## config.mk

```make
export PLATFORM = sky130hd
export DESIGN_NAME = wave_scope
export DESIGN_NICKNAME = d
export VERILOG_FILES = /design/src/rtl/wave_pkg.sv /design/src/rtl/wave_pixel.sv /design/src/rtl/wave_scope.sv
export SDC_FILE = /design/constraint.sdc
export NUM_CORES = 1
export LEC_CHECK = 0
export BUFFER_PORTS_ARGS = -buffer_cell sky130_fd_sc_hd__buf_2
export CORE_ASPECT_RATIO = 0.8
export CORE_MARGIN = 2
export CORE_UTILIZATION = 65
export DETAILED_ROUTE_END_ITERATION = 12
export PLACE_DENSITY = 0.8
export SLEW_MARGIN = 10
export SYNTH_ARGS = -nofsm -noshare
export SYNTH_HDL_FRONTEND = slang
export SYNTH_HIERARCHICAL = 1
export SYNTH_SLANG_ARGS = --single-unit
```

## constraint.sdc

```tcl
create_clock -name clk -period 58.1 [get_ports clk]
set_input_delay 11.62 -clock clk [delete_from_list [all_inputs] [get_ports clk]]
set_output_delay 11.62 -clock clk [all_outputs]
set_load 0.05 [all_outputs]
```

## src/rtl/wave_pkg.sv

```systemverilog
// Shared types and constants for the wave_scope OLED oscilloscope.
package wave_pkg;
    localparam int OLED_W = 96;
    localparam int OLED_H = 64;

    typedef enum logic [1:0] {
        ST_ARM  = 2'd0,
        ST_FILL = 2'd1,
        ST_HOLD = 2'd2
    } scope_st_t;

    localparam logic [15:0] CLR_LOW   = 16'h867F;
    localparam logic [15:0] CLR_MID   = 16'hFD8F;
    localparam logic [15:0] CLR_HIGH  = 16'hF81F;
    localparam logic [15:0] CLR_WHITE = 16'hFFFF;
    localparam logic [15:0] CLR_BLACK = 16'h0000;
    localparam logic [15:0] CLR_GRID  = 16'h2104;

    function automatic int iabs(input int v);
        return (v < 0) ? -v : v;
    endfunction

    // Bands split at exactly one and two thirds of the display height.
    function automatic logic [15:0] band_colour(input int m, input int rows);
        if (3 * m < rows)     return CLR_LOW;
        if (3 * m < 2 * rows) return CLR_MID;
        return CLR_HIGH;
    endfunction
endpackage

```

## src/rtl/wave_pixel.sv

```systemverilog
// Maps (x, y) and the captured column heights to a registered RGB565 pixel.
// Optional background grid enabled by defining WAVE_SCOPE_GRID_EN.
module wave_pixel
    import wave_pkg::*;
#(
    parameter int COLS = OLED_W,
    parameter int ROWS = OLED_H,
    parameter int HB   = $clog2(ROWS)
) (
    input  logic                     clk,
    input  logic                     rst,
    input  logic                     mode,
    input  logic [6:0]               x,
    input  logic [6:0]               y,
    input  logic [COLS-1:0][HB-1:0]  heights,
    output logic [15:0]              oled_data
);
    localparam int MID = ROWS / 2;

    logic        in_rng, lit, base;
    int          h, ym, m;
    logic [15:0] pix;

    always_comb begin
        in_rng = (int'(x) < COLS) && (int'(y) < ROWS);
        h      = in_rng ? int'(heights[x]) : 0;
        ym     = ROWS - 1 - int'(y);
        if (!mode) begin
            lit  = ym < h;
            m    = h;
            base = (h == 0) && (ym == 0);
        end else begin
            lit  = iabs(ym - MID) < iabs(h - MID);
            m    = 2 * iabs(h - MID);
            base = (h == MID) && (ym == MID);
        end
        pix = CLR_BLACK;
        if (in_rng) begin
            if (lit)
                pix = band_colour(m, ROWS);
            else if (base)
                pix = CLR_WHITE;
`ifdef WAVE_SCOPE_GRID_EN
            else if (x[3:0] == 4'd0 || y[3:0] == 4'd0)
                pix = CLR_GRID;
`endif
        end
    end

    always_ff @(posedge clk or posedge rst) begin
        if (rst) oled_data <= '0;
        else     oled_data <= pix;
    end
endmodule

```

## src/rtl/wave_scope.sv

```systemverilog
// Triggered single-sweep sample capture (ARM/FILL/HOLD) feeding the pixel mapper.
module wave_scope
    import wave_pkg::*;
#(
    parameter int SAMPLE_W = 12,
    parameter int COLS     = OLED_W,
    parameter int ROWS     = OLED_H,
    parameter int DECIM    = 1,
    parameter int AUTO_TO  = 255
) (
    input  logic                clk,
    input  logic                rst,
    input  logic                sample_valid,
    input  logic [SAMPLE_W-1:0] sample,
    input  logic [SAMPLE_W-1:0] trig_level,
    input  logic                freeze,
    input  logic                mode,
    input  logic [6:0]          x,
    input  logic [6:0]          y,
    output logic [15:0]         oled_data,
    output logic                triggered
);
    localparam int HB = $clog2(ROWS);
    localparam int DW = (DECIM > 1) ? $clog2(DECIM) : 1;
    localparam int TW = (AUTO_TO > 0) ? $clog2(AUTO_TO + 1) : 1;
    localparam int IW = $clog2(COLS);

    scope_st_t               state;
    logic [DW-1:0]           dcnt;
    logic [TW-1:0]           tcnt;
    logic [IW-1:0]           wr_idx;
    logic [SAMPLE_W-1:0]     prev;
    // Only the displayed height bits of each sample are retained.
    logic [COLS-1:0][HB-1:0] hgt_buf;

    logic          kept, trig_ev;
    logic [HB-1:0] hnew;

    assign kept    = sample_valid && (dcnt == '0);
    assign trig_ev = kept && (prev < trig_level) && (sample >= trig_level);
    assign hnew    = sample[SAMPLE_W-1 -: HB];

    always_ff @(posedge clk or posedge rst) begin
        if (rst) begin
            state     <= ST_ARM;
            dcnt      <= '0;
            tcnt      <= '0;
            wr_idx    <= '0;
            prev      <= '0;
            hgt_buf   <= '0;
            triggered <= 1'b0;
        end else if (!freeze) begin
            if (sample_valid)
                dcnt <= (dcnt == DW'(DECIM - 1)) ? '0 : dcnt + 1'b1;
            if (kept)
                prev <= sample;
            case (state)
                ST_ARM: if (kept) begin
                    if (trig_ev || tcnt == TW'(AUTO_TO)) begin
                        hgt_buf[0] <= hnew;
                        wr_idx     <= IW'(1);
                        tcnt       <= '0;
                        state      <= ST_FILL;
                        triggered  <= 1'b1;
                    end else begin
                        tcnt <= tcnt + 1'b1;
                    end
                end
                ST_FILL: if (kept) begin
                    hgt_buf[wr_idx] <= hnew;
                    if (wr_idx == IW'(COLS - 1)) state  <= ST_HOLD;
                    else                         wr_idx <= wr_idx + 1'b1;
                end
                ST_HOLD: begin
                    state     <= ST_ARM;
                    triggered <= 1'b0;
                end
                default: state <= ST_ARM;
            endcase
        end
    end

    wave_pixel #(.COLS(COLS), .ROWS(ROWS), .HB(HB)) u_pix (
        .clk       (clk),
        .rst       (rst),
        .mode      (mode),
        .x         (x),
        .y         (y),
        .heights   (hgt_buf),
        .oled_data (oled_data)
    );
endmodule

```

==> impl_metrics.csv, run 1 <==
group,metric,value,unit
global_route,grt-ovfl-total,0,
critical_path,crit_buf_inv,3,
timing,min_period_over_period,0.340,
place,place_congestion,0.886,
cells_and_area,multiInputGateArea,16600,sq um
hold_path,min_from,"hgt_buf[559]",
logic_synthesis,ys_types,92,
hold_path,hold_class,"flop to flop",
clocking,insertion_delay,0.64,ns
floorplan,die_height,205,um
clocking,cts_sinks,612,
drt,vias,21300,
drt,drtIter0Drc,2015,
floorplan,die_area,52100,sq um
floorplan,core_area,49700,sq um
critical_path,max_stage_delay,0.83,ns
logic_synthesis,synth_top_area_share,0.468,
clocking,cts_made_buffers,57,
timing,grt_setup_unrepaired,"no",
power,powerDensity,27.1,nW/um^2
cells_and_area,nFillCells,3346,
logic_synthesis,ys_top_cells_by_count,"612 x dfrtp_1, 592 x mux2_2, 137 x mux4_2",
power,peakVddDrop,0.0243,mV
critical_path,worstPathRequired,58.59,ns
timing,skew,0.0298,ns
logic_synthesis,synth-warning-count,6,
critical_path,start_kind,"input pin",
place,hpwl,54000,um
cells_and_area,final_core_util,0.710,
clocking,cts_tree,"done",
cells_and_area,final_net_count,2651,
floorplan,io_pins,60,
logic_synthesis,avgSynthCellArea,13.3,sq um
drt,maxUsedRoutingLayer,"met5",
floorplan,die_x,255,um
timing,final-hold-violation-count,0,
drt,drc,0,
global_route,grt_pass1_wl,129000,um
timing,max_freq,50.6,MHz
clocking,clk_pin_slew,0.06,ns
critical_path,arrival,20.24,ns
critical_path,path_max_fanout,43,
critical_path,critPathTopFamily,"simple AND/OR/NAND/NOR gates",
logic_synthesis,synth_most_common_cell,"dfrtp_1",
logic_synthesis,yosysTopAreaCell,"dfrtp_1",
timing,drv_slew,0,
flow_run,cap_viol_max_count,0,
logic_synthesis,synth_edf_count,0,
logic_synthesis,seq_area_frac_synth,0.468,
global_route,antenna_found_initial,2,
timing,worstMarginPinSlew,1.16,ns
floorplan,num_rows,73,
cells_and_area,register_area,15300,sq um
clocking,cts.root.buffer_cell,"clkbuf_16",
critical_path,slowest_stage,"buf_4",
critical_path,r2r-start,"hgt_buf[224]",
critical_path,end_kind,"flop",
critical_path,path_common_cell,"a21oi_1",
timing,min_period,19.76,ns
logic_synthesis,synth_area,32700,sq um
cells_and_area,antenna_cells,0,
status,outcome,"finished clean",
global_route,track_usage,0.322,
timing,setup_viol,0,
drt,drt_wl_total,81400,um
logic_synthesis,syn_inst,2462,
drt,firstDrtPassIters,7,
critical_path,startpoint,"x[0]",
drt,wl_met2,36800,um
cells_and_area,area_delta_synth_final,7.96,%
critical_path,crit_type,"input pin to flop",
place,portBuffers,59,
timing,slew_headroom,0.229,
clocking,cts_resized,0,
cells_and_area,drive_gt1_frac,0.364,
logic_synthesis,synth_area_leaders,"dfrtp_1 47%, mux2_2 20%, mux4_2 9.4%, ha_1 4.3%, mux2i_1 2.0%",
global_route,grt_pass1_vias,21800,
drt,vias_per_cell,6.63,
drt,post_drt_wl_per_cell,25.3,um
clocking,cts_setup_buffers,0,
logic_synthesis,synth-seq-cells,612,
clocking,ctsHoldBuffers,0,
power,p_leak,17.4,nW
drt,ant_nets,0,
floorplan,initial_utilization,0.658,
logic_synthesis,async_flop_share,1.00,
clocking,htree_num_levels,2,
global_route,grt_max_degree,202,
timing,fin_tns_setup,0,ns
clocking,cts_buffer_depth,3,
logic_synthesis,yosys_most_used_dff,"dfrtp_1",
drt,met1Wirelength,36500,um
drt,route.met3.wl,6210,um
[worst register-to-register path: stages, from the launching register on]
cell and delay, ns:
dfrtp_1 0.39, mux4_2 0.49, mux4_2 0.56, mux4_2 0.50
a21oi_1 0.27, nor2_1 0.14, nor3_1 0.32, or2_1 0.16
xnor2_1 0.08, a21oi_1 0.25, ha_1 0.28, ha_1 0.32
a21oi_1 0.31, o21bai_1 0.10, a21oi_1 0.42, o22ai_1 0.14
nor4_1 0.30, nand4_1 0.12, a2111oi_0 0.36, o221ai_1 0.22
or4_4 0.54, nor4_4 0.42, nand3b_1 0.15, o2bb2ai_1 0.14
[sequential cells by signal, summed over array words and instances, names as in the netlist]
name	cells
prev	12
hgt_buf	576
u_pix/oled_data	6
wr_idx	7
state	2
tcnt	8
triggered	1
[where the power goes]
part	total (mW)	internal, mW	leakage [nW]	switching (mW)
Combinational	0.124	0.0456	7.95	0.0781
Sequential	0.451	0.440	8.48	0.0108
Clock	0.382	0.220	0.930	0.163
[per-layer routing]
layer,vias up,global-route usage
met4,2,0.0821
met1,11100,0.484
met5,-,0
met3,149,0.0591
met2,802,0.490
li1,9193,-
[cell type report]
cell class | instances | share of cell area
multi-input cells | 1709 | 0.471
flip-flops and latches | 612 | 0.434
clock buffers | 87 | 0.0485
well taps | 675 | 0.0239
repair buffers | 77 | 0.0130
clock inverters | 13 | 0.00528
inverters | 38 | 0.00433
[layout by cell type, fill, tap and decap left out, types with 8 or more instances in the layout]
cell type and instances:
dfrtp_1 612, mux2_2 592, mux4_2 137, nand2_1 132
ha_1 113, nor2_1 98, a21oi_1 79, mux2i_1 66
clkbuf_16 58, buf_2 57, conb_1 57, o21ai_0 40
inv_1 35, nand3_1 34, a21o_1 33, nor3_1 27
and2_1 27, nand4_1 23, nor2b_1 19, buf_4 17
a22oi_1 17, clkbuf_8 16, nand2b_1 14, and3_1 14
clkbuf_1 14, or3_1 11, mux4_1 11, xnor2_1 10
a31oi_1 10, o31ai_1 8
[kinds of logic after synthesis]
kind of cell,count (synthesis),synth area share
xor+xnor,17,0.00455
fa+ha+maj,113,0.0433
simple gates,438,0.0669
other cells,2,0.000230
buf+inv,196,0.0293
compound gates,277,0.0596
mux,807,0.328
flops,612,0.468
[through the flow]
step / hold WS, ns / power [mW] / std cells / area (sq um) / worst slack [ns]
after detailed placement: 0.486 / 0.573 / 3111 / 33400 / 37.73
final: 0.501 / 0.957 / 3211 / 35300 / 38.34
after floorplan: 0.451 / 0.548 / 2517 / 32900 / 29.52
after global placement: 0.476 / 0.568 / 3111 / 33400 / 37.82
after global routing: 0.513 / 0.992 / 3211 / 35300 / 37.48
after CTS: 0.502 / 0.952 / 3211 / 35300 / 38.36
[worst paths after layout]
| kind | to | slack (ns) | depth (start not counted) |
|---|---|---|---|
| setup / recovery | u_pix/oled_data[14] | 38.34 | 27 |
| min in group asynchronous | u_pix/oled_data[3] | 10.96 | 2 |
| max in group asynchronous | hgt_buf[568] | 44.73 | 4 |
| hold reg to reg | hgt_buf[559] | 0.50 | 1 |
| hold / removal | hgt_buf[559] | 0.50 | 1 |
| setup reg to reg | u_pix/oled_data[14] | 50.99 | 23 |
Power figures use the tool's default switching activity.
==> inputs of run 2 (changes only) <==
--- a/config.mk
+++ b/config.mk
@@ -8,9 +8,9 @@
 export BUFFER_PORTS_ARGS = -buffer_cell sky130_fd_sc_hd__buf_2
 export CORE_ASPECT_RATIO = 0.8
 export CORE_MARGIN = 2
-export CORE_UTILIZATION = 65
+export CORE_UTILIZATION = 64
 export DETAILED_ROUTE_END_ITERATION = 12
-export PLACE_DENSITY = 0.8
+export PLACE_DENSITY = 0.79
 export SLEW_MARGIN = 10
 export SYNTH_ARGS = -nofsm -noshare
 export SYNTH_HDL_FRONTEND = slang
==> constraint.sdc (replaced) <==
create_clock -name clk -period 20.4 [get_ports clk]
set_input_delay 4.08 -clock clk [delete_from_list [all_inputs] [get_ports clk]]
set_output_delay 4.08 -clock clk [all_outputs]
set_load 0.05 [all_outputs]
==> impl_metrics.csv, run 2 (same netlist as run 1, synthesis figures left out) <==
group,metric,value,unit
status,outcome,"finished clean",
cells_and_area,design_area,35400,sq um
timing,drv_slew,0,
cells_and_area,reg_top3,"hgt_buf (576), prev (12), tcnt (8)",
floorplan,die_x,257,um
global_route,grt-ovfl-total,0,
power,peakVddDrop,0.0707,mV
critical_path,end_kind,"flop",
cells_and_area,multiInputGateArea,16600,sq um
cells_and_area,nFillCells,3441,
timing,final-hold-violation-count,0,
drt,firstDrtPassIters,5,
drt,drtIter0Drc,2304,
global_route,grt_pass1_wl,131000,um
floorplan,die_area,52900,sq um
place,portBuffers,59,
timing,min_period_over_period,0.571,
clocking,ctsHoldBuffers,0,
floorplan,core_area,50700,sq um
clocking,cts_resized,0,
global_route,grt_pass1_vias,21600,
drt,vias_per_cell,6.65,
critical_path,arrival,12.15,ns
place,post_dp_cell_area,33400,sq um
timing,max_freq,85.8,MHz
critical_path,crit_type,"input pin to flop",
floorplan,initial_utilization,0.644,
timing,min_period,11.66,ns
clocking,insertion_delay,0.64,ns
cells_and_area,register_area,15300,sq um
floorplan,num_rows,74,
cells_and_area,final_core_util,0.698,
place,post-place-ws,8.20,ns
global_route,antenna_found_initial,2,
critical_path,path_common_cell,"a21oi_1",
cells_and_area,largest_reg_flops,576,
critical_path,slowest_stage,"buf_4",
cells_and_area,largest-register,"hgt_buf",
critical_path,start_kind,"input pin",
cells_and_area,layout_common_cells,"612 x dfrtp_1, 592 x mux2_2, 137 x mux4_2",
critical_path,max_stage_delay,0.82,ns
place,hpwl,55900,um
timing,finalWorstSetupSlack,8.74,ns
clocking,cts_tree,"done",
critical_path,worstPathRequired,20.90,ns
drt,drc,0,
cells_and_area,drive_gt1_frac,0.366,
timing,slew_headroom,0.261,
cells_and_area,final_common_cell,"dfrtp_1",
clocking,cts_buffer_depth,3,
flow_run,cap_viol_max_count,0,
place,dp.cells,3120,
timing,setup_viol,0,
timing,fin_tns_setup,0,ns
cells_and_area,final_net_count,2653,
cells_and_area,stdcell_count,3229,
clocking,htree_num_levels,2,
global_route,track_usage,0.322,
clocking,cts.root.buffer_cell,"clkbuf_16",
drt,vias,21500,
floorplan,die_height,206,um
place,place_congestion,0.928,
clocking,cts_setup_buffers,0,
timing,skew,0.0206,ns
floorplan,io_pins,60,
power,powerDensity,78.0,nW/um^2
timing,grt_setup_unrepaired,"no",
timing,worstMarginPinSlew,1.11,ns
clocking,cts_sinks,612,
clocking,cts_made_buffers,59,
drt,post_drt_wl_per_cell,25.7,um
hold_path,hold_class,"flop to flop",
global_route,grt_max_degree,182,
power,p_leak,17.4,nW
cells_and_area,area_delta_synth_final,8.27,%
drt,ant_nets,0,
drt,drt_wl_total,83000,um
clocking,clk_pin_slew,0.06,ns
critical_path,path_max_fanout,51,
==> run 2: layout make-up <==
type                            instances  area share
Clock buffer                           86      0.0489
Antenna cell                            1   0.0000707
Timing Repair Buffer                   77      0.0134
Clock inverter                         22     0.00686
Inverter                               38     0.00421
Tap cell                              684      0.0242
Multi-Input combinational cell       1709       0.470
Sequential cell                       612       0.433
==> run 2: path summary, 6_finish.rpt <==
kind / from / end / slack (ns) / depth (start not counted)
setup / recovery: x[0] / u_pix/oled_data[14] / 8.74 / 25
hold / removal: prev[0] / prev[0] / 0.49 / 2
setup reg to reg: hgt_buf[212] / u_pix/oled_data[14] / 13.30 / 23
hold reg to reg: prev[0] / prev[0] / 0.49 / 2
max in group asynchronous: rst / hgt_buf[504] / 14.73 / 4
min in group asynchronous: rst / u_pix/oled_data[14] / 3.39 / 2
==> run 2: where the power goes <==
part	internal, mW	switching (mW)
Clock	0.639	0.479
Combinational	0.131	0.228
Sequential	1.25	0.0309
==> run 2: metal layers <==
metal / part of all wire / track usage
met5: 0 / 0
met1: 0.45 / 0.494
met3: 0.091 / 0.0714
met4: 0.022 / 0.0837
met2: 0.44 / 0.470
==> run 2: worst max-delay path, delay by kind of cell <==
family / cells / cell delay [ns]
adders and majority gates: 2 / 0.63
muxes: 3 / 1.62
xor gates and xnor gates: 1 / 0.15
and+or+nand+nor: 8 / 2.20
AOI/OAI and AO/OA: 9 / 2.07
buffers and inverters: 2 / 1.34
==> run 2: per-stage QoR <==
step | hold slack (ns) | power (mW)
6_report | 0.490 | 2.76
2_1_floorplan | 0.451 | 1.56
3_3_place_gp | 0.475 | 1.62
5_1_grt | 0.505 | 2.86
4_1_cts | 0.495 | 2.74
3_5_place_dp | 0.482 | 1.63
==> inputs of run 3 (changes only) <==
==> constraint.sdc (replaced) <==
create_clock -name clk -period 11.3 [get_ports clk]
set_input_delay 2.26 -clock clk [delete_from_list [all_inputs] [get_ports clk]]
set_output_delay 2.26 -clock clk [all_outputs]
set_load 0.05 [all_outputs]
==> impl_metrics.csv, run 3 (same netlist as run 1, synthesis figures left out) <==
group,metric,value,unit
drt,route.met3.wl,7880,um
drt,vias,21400,
cells_and_area,final_net_count,2660,
power,power_frac_comb,0.129,
power,p_clk_frac,0.415,
critical_path,path_max_fanout,49,
timing,skew,0.0150,ns
critical_path,start_kind,"input pin",
place,place_congestion,0.913,
clocking,cts_made_buffers,58,
hold_path,min_to,"prev[0]",
clocking,cts_sinks,612,
clocking,cts_resized,0,
timing,fin_tns_setup,0,ns
clocking,cts_setup_buffers,0,
floorplan,initial_utilization,0.644,
critical_path,end_kind,"flop",
clocking,cts_buffer_depth,3,
hold_path,min_from,"prev[0]",
flow_run,cap_viol_max_count,0,
drt,wl_met2,37200,um
drt,drc,0,
place,hpwl,57200,um
drt,post_drt_wl_per_cell,26.4,um
global_route,grt_pass1_vias,21800,
cells_and_area,largest_reg_flops,576,
drt,drtIter0Drc,2124,
power,seqPwrFrac,0.456,
global_route,antenna_found_initial,2,
cells_and_area,reg_top3,"hgt_buf (576), prev (12), tcnt (8)",
place,portBuffers,59,
floorplan,num_rows,74,
global_route,grt-ovfl-total,0,
critical_path,path_common_cell,"a21oi_1",
power,power.switching,1.34,mW
timing,final-hold-violation-count,0,
cells_and_area,layout_common_cells,"612 x dfrtp_1, 592 x mux2_2, 137 x mux4_2",
critical_path,worstPathRequired,11.78,ns
drt,drt_wl_total,85300,um
drt,firstDrtPassIters,8,
floorplan,die_x,257,um
drt,vias_per_cell,6.62,
global_route,grt_max_degree,195,
global_route,grt_pass1_wl,133000,um
clocking,insertion_delay,0.61,ns
place,post-place-ws,1.46,ns
drt,ant_nets,0,
timing,max_freq,109,MHz
clocking,htree_num_levels,2,
power,peakVddDrop,0.134,mV
critical_path,arrival,9.68,ns
global_route,track_usage,0.330,
cells_and_area,drive_gt1_frac,0.371,
hold_path,whs_path_depth,2,
status,outcome,"finished clean",
timing,drv_slew,0,
timing,slew_headroom,0.0478,
clocking,clk_pin_slew,0.07,ns
floorplan,io_pins,60,
floorplan,core_area,50700,sq um
hold_path,hold_class,"flop to flop",
timing,min_period,9.20,ns
critical_path,r2r_slack,4.30,ns
critical_path,reg2reg_depth,23,
timing,setup_viol,0,
timing,finalWorstSetupSlack,2.10,ns
cells_and_area,area_delta_synth_final,8.88,%
clocking,ctsHoldBuffers,0,
critical_path,slowest_stage,"mux4_2",
power,p_int,3.75,mW
critical_path,max_stage_delay,0.56,ns
clocking,cts.root.buffer_cell,"clkbuf_16",
cells_and_area,final_common_cell,"dfrtp_1",
floorplan,die_area,52900,sq um
drt,maxUsedRoutingLayer,"met5",
power,switching_share,0.263,
critical_path,r2r_end,"u_pix/oled_data[14]",
timing,grt_setup_unrepaired,"no",
clocking,cts_tree,"done",
power,powerDensity,143,nW/um^2
drt,met1Wirelength,38200,um
critical_path,crit_type,"input pin to flop",
floorplan,die_height,206,um
power,p_leak,17.5,nW
timing,worstMarginPinSlew,1.41,ns
timing,min_period_over_period,0.814,
cells_and_area,largest-register,"hgt_buf",
critical_path,r2r-start,"hgt_buf[308]",
-- run 3: changes by cell type in the layout (fill, tap and decap cells not counted), sizes merged --
| cell | before | now |
|---|---|---|
| bufinv | 4 | 10 |
| clkbuf | 88 | 78 |
| clkinv | 13 | 19 |
| inv | 40 | 39 |
| buf | 75 | 83 |
-- run 3: worst max-delay path, delay by kind of cell --
family | cells | cell delay, ns
AOI/OAI and AO/OA | 9 | 2.14
and+or+nand+nor | 8 | 2.10
muxes | 3 | 1.49
buffers and inverters | 2 | 1.00
adders and majority gates | 2 | 0.60
xor gates and xnor gates | 1 | 0.08
-- run 3: per-layer routing --
metal	track usage	up-vias
met5	0	-
met4	0.0818	4
met3	0.0790	145
met2	0.481	852
met1	0.502	11200
li1	-	9231
-- run 3: power groups by stage --
stage	registers [mW]	logic (mW)	clock network, mW
2_1_floorplan	2.35	0.475	0
3_3_place_gp	2.35	0.583	0
3_5_place_dp	2.36	0.599	0
4_1_cts	2.32	0.603	2.13
5_1_grt	2.32	0.712	2.23
6_report	2.32	0.658	2.11
-- run 3: worst max path at each step --
stage / depth (start not counted) / startpoint / to / slack, ns
3_5_place_dp: 25 / x[0] / u_pix/oled_data[14] / 1.46
4_1_cts: 25 / x[0] / u_pix/oled_data[14] / 2.08
6_report: 25 / x[0] / u_pix/oled_data[14] / 2.10
3_3_place_gp: 25 / x[0] / u_pix/oled_data[14] / 1.74
5_1_grt: 25 / x[0] / u_pix/oled_data[14] / 1.42
2_1_floorplan: 1 / rst / hgt_buf[0] / 0.77
-- run 3: layout make-up --
type,instances,area (sq um)
inverters,38,149
fillers,3432,15100
flip-flops and latches,612,15300
repair buffers,85,573
clock inverters,33,432
well taps,684,856
diodes,1,2.50
clock buffers,76,1640
multi-input cells,1709,16600
-- run 3: metrics by stage --
stage | utilization | hold WS [ns] | power, mW | instance area (sq um) | cells
3_5_place_dp | 0.660 | 0.483 | 2.95 | 33500 | 3127
5_1_grt | 0.701 | 0.515 | 5.26 | 35600 | 3237
2_1_floorplan | - | 0.451 | 2.82 | 32900 | 2517
6_report | 0.701 | 0.489 | 5.09 | 35600 | 3238
3_3_place_gp | 0.660 | 0.469 | 2.93 | 33500 | 3127
4_1_cts | 0.701 | 0.497 | 5.05 | 35600 | 3236
